[config.mk]
export PLATFORM = sky130hd
export DESIGN_NAME = uart_esc_tx
export DESIGN_NICKNAME = d
export VERILOG_FILES = /design/src/rtl/uart_esc_tx.sv
export SDC_FILE = /design/constraint.sdc
export NUM_CORES = 1
export LEC_CHECK = 0
export BUFFER_PORTS_ARGS = -buffer_cell sky130_fd_sc_hd__buf_2
export CORE_MARGIN = 3
export CORE_UTILIZATION = 55
export DETAILED_ROUTE_END_ITERATION = 12
export PLACE_DENSITY = 0.85
export SETUP_SLACK_MARGIN = 0.02
export SYNTH_ARGS = -nofsm -noshare
export SYNTH_HDL_FRONTEND = slang
export SYNTH_SLANG_ARGS = --single-unit
export TNS_END_PERCENT = 10
[constraint.sdc]
create_clock -name CLK_I -period 2.2 [get_ports CLK_I]
set_input_delay 0.44 -clock CLK_I [delete_from_list [all_inputs] [get_ports CLK_I]]
set_output_delay 0.44 -clock CLK_I [all_outputs]
set_load 0.03 [all_outputs]
[src/rtl/uart_esc_tx.sv]
// rtl/uart_esc_tx.sv - 8N1 UART transmitter with escape doubling, pause deferral and TX pin mux
// Accepted bytes go through START/DATA/STOP; an escape byte is sent twice back to back.
module uart_esc_tx #(
  parameter int         CLK_RATE   = 100_000_000,
  parameter int         BAUD_RATE  = 115200,
  parameter logic [7:0] ESC_SYMBOL = 8'hB1
) (
  input  logic       CLK_I,
  input  logic       RST_NI,
  input  logic       TX_START_I,
  input  logic [7:0] DATA_I,
  input  logic       ESC_EN_I,
  input  logic       SEND_PAUSE_I,
  input  logic       CHANNEL_I,
  input  logic       TX1_I,
  output logic       TX0_O,
  output logic       TX_BUSY_O,
  output logic       TX_DONE_O
);

  localparam int BIT_CYCLES = CLK_RATE / BAUD_RATE;
  localparam int CNT_W      = (BIT_CYCLES > 2) ? $clog2(BIT_CYCLES) : 1;
  localparam logic [CNT_W-1:0] BAUD_LAST = CNT_W'(BIT_CYCLES - 1);

  localparam logic [2:0] S_IDLE  = 3'd0;
  localparam logic [2:0] S_WAIT  = 3'd1;
  localparam logic [2:0] S_START = 3'd2;
  localparam logic [2:0] S_DATA  = 3'd3;
  localparam logic [2:0] S_STOP  = 3'd4;

  logic [2:0]       state_q, state_d;
  logic [CNT_W-1:0] baud_q, baud_d;
  logic [2:0]       bit_q, bit_d;
  logic [7:0]       data_q, data_d;
  logic             dbl_q, dbl_d;
  logic             done_q, done_d;
  logic             sel_q, sel_d;
  logic             bit_end;
  logic             ser_bit;

  assign bit_end = (baud_q == BAUD_LAST);

  always_comb begin
    state_d = state_q;
    baud_d  = baud_q;
    bit_d   = bit_q;
    data_d  = data_q;
    dbl_d   = dbl_q;
    done_d  = 1'b0;
    sel_d   = sel_q;

    case (state_q)
      S_IDLE: begin
        if (TX_START_I && !sel_q) begin
          data_d  = DATA_I;
          dbl_d   = ESC_EN_I && (DATA_I == ESC_SYMBOL);
          baud_d  = '0;
          bit_d   = '0;
          state_d = SEND_PAUSE_I ? S_WAIT : S_START;
        end
      end
      S_WAIT: begin
        if (!SEND_PAUSE_I) begin
          baud_d  = '0;
          state_d = S_START;
        end
      end
      S_START: begin
        baud_d = bit_end ? '0 : baud_q + 1'b1;
        if (bit_end) begin
          bit_d   = '0;
          state_d = S_DATA;
        end
      end
      S_DATA: begin
        baud_d = bit_end ? '0 : baud_q + 1'b1;
        if (bit_end) begin
          bit_d = bit_q + 1'b1;
          if (bit_q == 3'd7) state_d = S_STOP;
        end
      end
      S_STOP: begin
        baud_d = bit_end ? '0 : baud_q + 1'b1;
        // The doubled copy follows immediately; pause is deliberately not consulted here.
        if (bit_end) begin
          if (dbl_q) begin
            dbl_d   = 1'b0;
            state_d = S_START;
          end else begin
            done_d  = 1'b1;
            state_d = S_IDLE;
          end
        end
      end
      default: state_d = S_IDLE;
    endcase

    // Loading on the transition into IDLE lets a mid-frame switch land in the first idle cycle.
    if (state_d == S_IDLE) sel_d = CHANNEL_I;
  end

  always_ff @(posedge CLK_I or negedge RST_NI) begin
    if (!RST_NI) begin
      state_q <= S_IDLE;
      baud_q  <= '0;
      bit_q   <= '0;
      data_q  <= '0;
      dbl_q   <= 1'b0;
      done_q  <= 1'b0;
      sel_q   <= 1'b0;
    end else begin
      state_q <= state_d;
      baud_q  <= baud_d;
      bit_q   <= bit_d;
      data_q  <= data_d;
      dbl_q   <= dbl_d;
      done_q  <= done_d;
      sel_q   <= sel_d;
    end
  end

  always_comb begin
    case (state_q)
      S_START: ser_bit = 1'b0;
      S_DATA:  ser_bit = data_q[bit_q];
      default: ser_bit = 1'b1;
    endcase
  end

  assign TX0_O     = sel_q ? TX1_I : ser_bit;
  assign TX_BUSY_O = (state_q != S_IDLE);
  assign TX_DONE_O = done_q;

endmodule

==> impl_summary.txt <==
----------------------------------------------------
[Run]
  Max capacitance violation total ... 0

[STA]
  Final Max Tran Viols ... 0
  Number of endpoints with negative hold slack in the final report ... 0
  Highest clock rate ... 466.7 MHz
  Final count of negative-setup-slack endpoints ... 0
  Slew at the pin closest to its max-slew limit ... 0.6218 ns
  Setup repair after global routing missed its margin ... yes
  Worst relative slew slack ... 0.5854
  Tmin final ... 2.143 ns
  Post-route clock skew ... 0.006451 ns
  Final worst path period share ... 0.9740

[Global routing]
  Wire length of the first global-routing pass ... 5395 µm
  Number of antenna violations at the first check in global routing ... 0
  Pin count of the biggest net entering global routing ... 28
  Number of global-route vias before repair ... 1153
  GRT Overall Usage ... 0.2105
  Global-route congestion overflow total ... 0

[Critical path]
  R2R Path Start ... baud_q[1]
  Kind of cell adding the most delay to the critical path ... multiplexers
  Crit path DAT ... 1.70 ns
  Worst Path Buf+Inv ... 1
  Critical path capture point type ... output port
  CP max-delay cell ... mux4_2
  Count of cells along the worst register-to-register path ... 6
  Total number of cells along the worst setup path ... 4
  Worst endpoint required time ... 1.76 ns
  Critical setup path kind ... reg -> out
  Worst-path fanout max ... 3
  Timing endpoint of the critical path ... TX0_O
  Critical path's largest stage delay ... 0.52 ns
  Cell Chain, Critical Path ... mux4_2 > mux2i_2 > o21ai_1 > buf_4
  Worst r2r dst ... bit_q[0]
  FF-to-FF setup slack ... 0.21 ns
  Startpoint type of the worst setup path ... flip-flop
  Crit path from ... bit_q[1]

[Yosys]
  Fraction of post-synthesis cell area in the top cell type by area ... 0.4580
  Count of state elements after synthesis ... 27
  Post-Syn Area ... 1475 µm²
  Most frequent cells after synthesis ... dfrtp_1, nor2_1, nand3_1, mux2_4, o21ai_0
  Most used flip-flop cell after synthesis ... dfrtp_1
  Yosys warning count ... 0
  Cell count after synthesis ... 134
  EDFF count, synth ... 0
  Share of async-settable or async-resettable flops after synthesis ... 1.000
  Cell types occupying the most area after synthesis ... dfrtp_1, mux2_4, xnor2_1
  Synth Area per Inst ... 11.01 µm²
  Library cell with the highest instance count after synthesis ... dfrtp_1
  Number of nets in the synthesized netlist ... 152
  Cell variety after synth ... 35
  Proportion of synthesized chip area in sequential cells ... 0.4580
  Library cell occupying the most area in the post-synthesis netlist ... dfrtp_1

[Detailed routing]
  Vias per inst ... 6.268
  DR WL/cell ... 16.94 µm
  Residual DRC count ... 0
  Detailed-route wire length ... 3100 µm
  Number of iterations in the first detailed-routing pass ... 4
  Number of violations reported at the end of detailed-routing iteration 0 ... 46
  Post-route antenna net violation count ... 0
  Via count ... 1147

[Floorplan]
  Core Footprint ... 2522 µm²
  Standard-cell rows ... 18
  DIE AREA ... 3340 µm²
  DIE WIDTH ... 57.79 µm
  Number of I/O pins ... 18
  Starting Density ... 0.5848
  Chip Height ... 57.79 µm

[Placement]
  Gpl congestion ... 0.8091
  HPWL Detailed ... 2298 µm
  Port buffer count ... 17
  Post-placement cell area ... 1567 µm²

[Pwr]
  Post-layout total power ... 0.0007756 W
  Ratio of total power to cell area ... 482.0 nW/µm²
  Leakage power ... 0.7372 nW
  Worst voltage drop across the vdd grid ... 0.4090 mV

[Final layout]
  Signed area change from the synthesized netlist to the final layout ... 9.075%
  Inserted Diodes ... 0
  Net count of the finished layout ... 172
  Number of fill cells ... 214
  Final design instance area without fill ... 1609 µm²
  Fraction of layout instances using a drive strength above 1 ... 0.2810

[Clocking]
  Clock tree from TritonCTS ... done
  Clock transition at path regs ... 0.15 ns
  Insertion delay to the later sink of the worst-skew pair ... 0.33 ns
  Maximum root-to-sink buffer count ... 2
  CTS Root Buffer Type ... clkbuf_4
  Number of levels the H-tree was split into ... 1
  Total of hold buffers inserted after clock tree synthesis ... 0
  Number of clock sinks ... 27
  Total clock buffers created by CTS ... 3

[Run status]
  Run status ... finished, final reports clean

[Worst hold path]
  Worst min path class ... in -> async

----------------------------------------------------
==> cell families (layout without fill, tap and decap cells) <==
group,after synthesis,in the layout,share of synthesized area
buf+inv,5,24,0.02883
xor+xnor,6,6,0.03562
simple gates,54,54,0.2002
flops,27,27,0.4580
fa+ha+maj,3,3,0.02545
compound gates,25,25,0.1077
mux,14,14,0.1442
==> stage by stage <==
| step | utilization | setup slack, ns | cells | hold slack [ns] | setup TNS [ns] |
|---|---|---|---|---|---|
| final | 0.6379 | 0.05711 | 183 | 0.08703 | 0 |
| after global routing | 0.6379 | -0.04106 | 183 | 0.1192 | -0.04106 |
| after CTS | 0.6364 | 0.02562 | 183 | 0.1022 | 0 |
| after detailed placement | 0.6210 | 0.2435 | 178 | 0.4775 | 0 |
| after global placement | 0.6210 | 0.3438 | 178 | 0.4648 | 0 |
| after floorplan | - | 0.2635 | 134 | 0.1444 | 0 |
==> report_power, final <==
part / switching [W] / internal, W / leakage (nW)
sequential: 0.00000452 / 0.000504 / 0.342
clock: 0.000150 / 0.0000684 / 0.0177
combinational: 0.0000236 / 0.0000253 / 0.377
==> final cells by class <==
| class | count | area, µm² | share of cell area |
|---|---|---|---|
| multi-input cells | 102 | 760.7 | 0.4728 |
| well taps | 30 | 37.54 | 0.02333 |
| clock buffers | 3 | 22.52 | 0.01400 |
| clock inverters | 1 | 5.005 | 0.003110 |
| flip-flops and latches | 27 | 676.9 | 0.4207 |
| inverters | 1 | 3.754 | 0.002333 |
| repair buffers | 19 | 102.6 | 0.06376 |
==> timing repair <==
| item | CTS | global route |
|---|---|---|
| setup buffers | 1 | 0 |
| pin swaps | 1 | 0 |
| gates resized for setup | 3 | 1 |
| endpoints found under the setup margin | 1 | 1 |
==> how the worst min path moves through the flow <==
stage / startpoint / to / slack, ns
CTS: RST_NI / sel_q / 0.10
detailed placement: RST_NI / bit_q[1] / 0.48
global route: RST_NI / sel_q / 0.12
finish: RST_NI / sel_q / 0.09
floorplan: RST_NI / TX_DONE_O / 0.14
global placement: RST_NI / sel_q / 0.46
==> flip-flops by register name, indices dropped and copies added, names as in the netlist <==
register	cells
data_q	8
sel_q	1
TX_DONE_O	1
state_q	3
dbl_q	1
baud_q	10
bit_q	3
==> worst register-to-register path, cell delays in order, from the launching register on <==
cell,delay (ns)
dfrtp_1,0.46
ha_1,0.20
nand4_1,0.11
and4bb_1,0.47
a22oi_1,0.13
or2_1,0.25
mux2_4,0.27
==> routing by layer <==
layer  track usage  vias up  wire length, µm  part of all wire
li1              -      530                -                 -
met1        0.2774      572             1327              0.43
met2        0.3532       38             1559              0.50
met3       0.02227        7              137             0.044
met4       0.08940        0               76             0.025
met5             0        -                0                 0
==> placed cells by master (no fill, tap or decap), types with 2 or more instances in the layout <==
master,netlist,layout
dfrtp_1,27,26
buf_2,1,16
nor2_1,13,13
nand3_1,10,10
mux2_4,9,9
nand2_1,6,6
a21oi_1,6,6
o21ai_0,7,6
xnor2_1,6,6
a211oi_1,5,5
nand4_1,4,4
or3_1,3,3
and3_1,3,3
a22o_1,3,3
ha_1,3,3
clkbuf_4,0,3
buf_4,0,3
nor3_1,2,2
nor2_2,2,2
mux4_2,2,2
nand2b_1,2,2
nor3b_1,2,2
mux2_2,2,2
No activity file was read; power rests on OpenSTA's default activity.
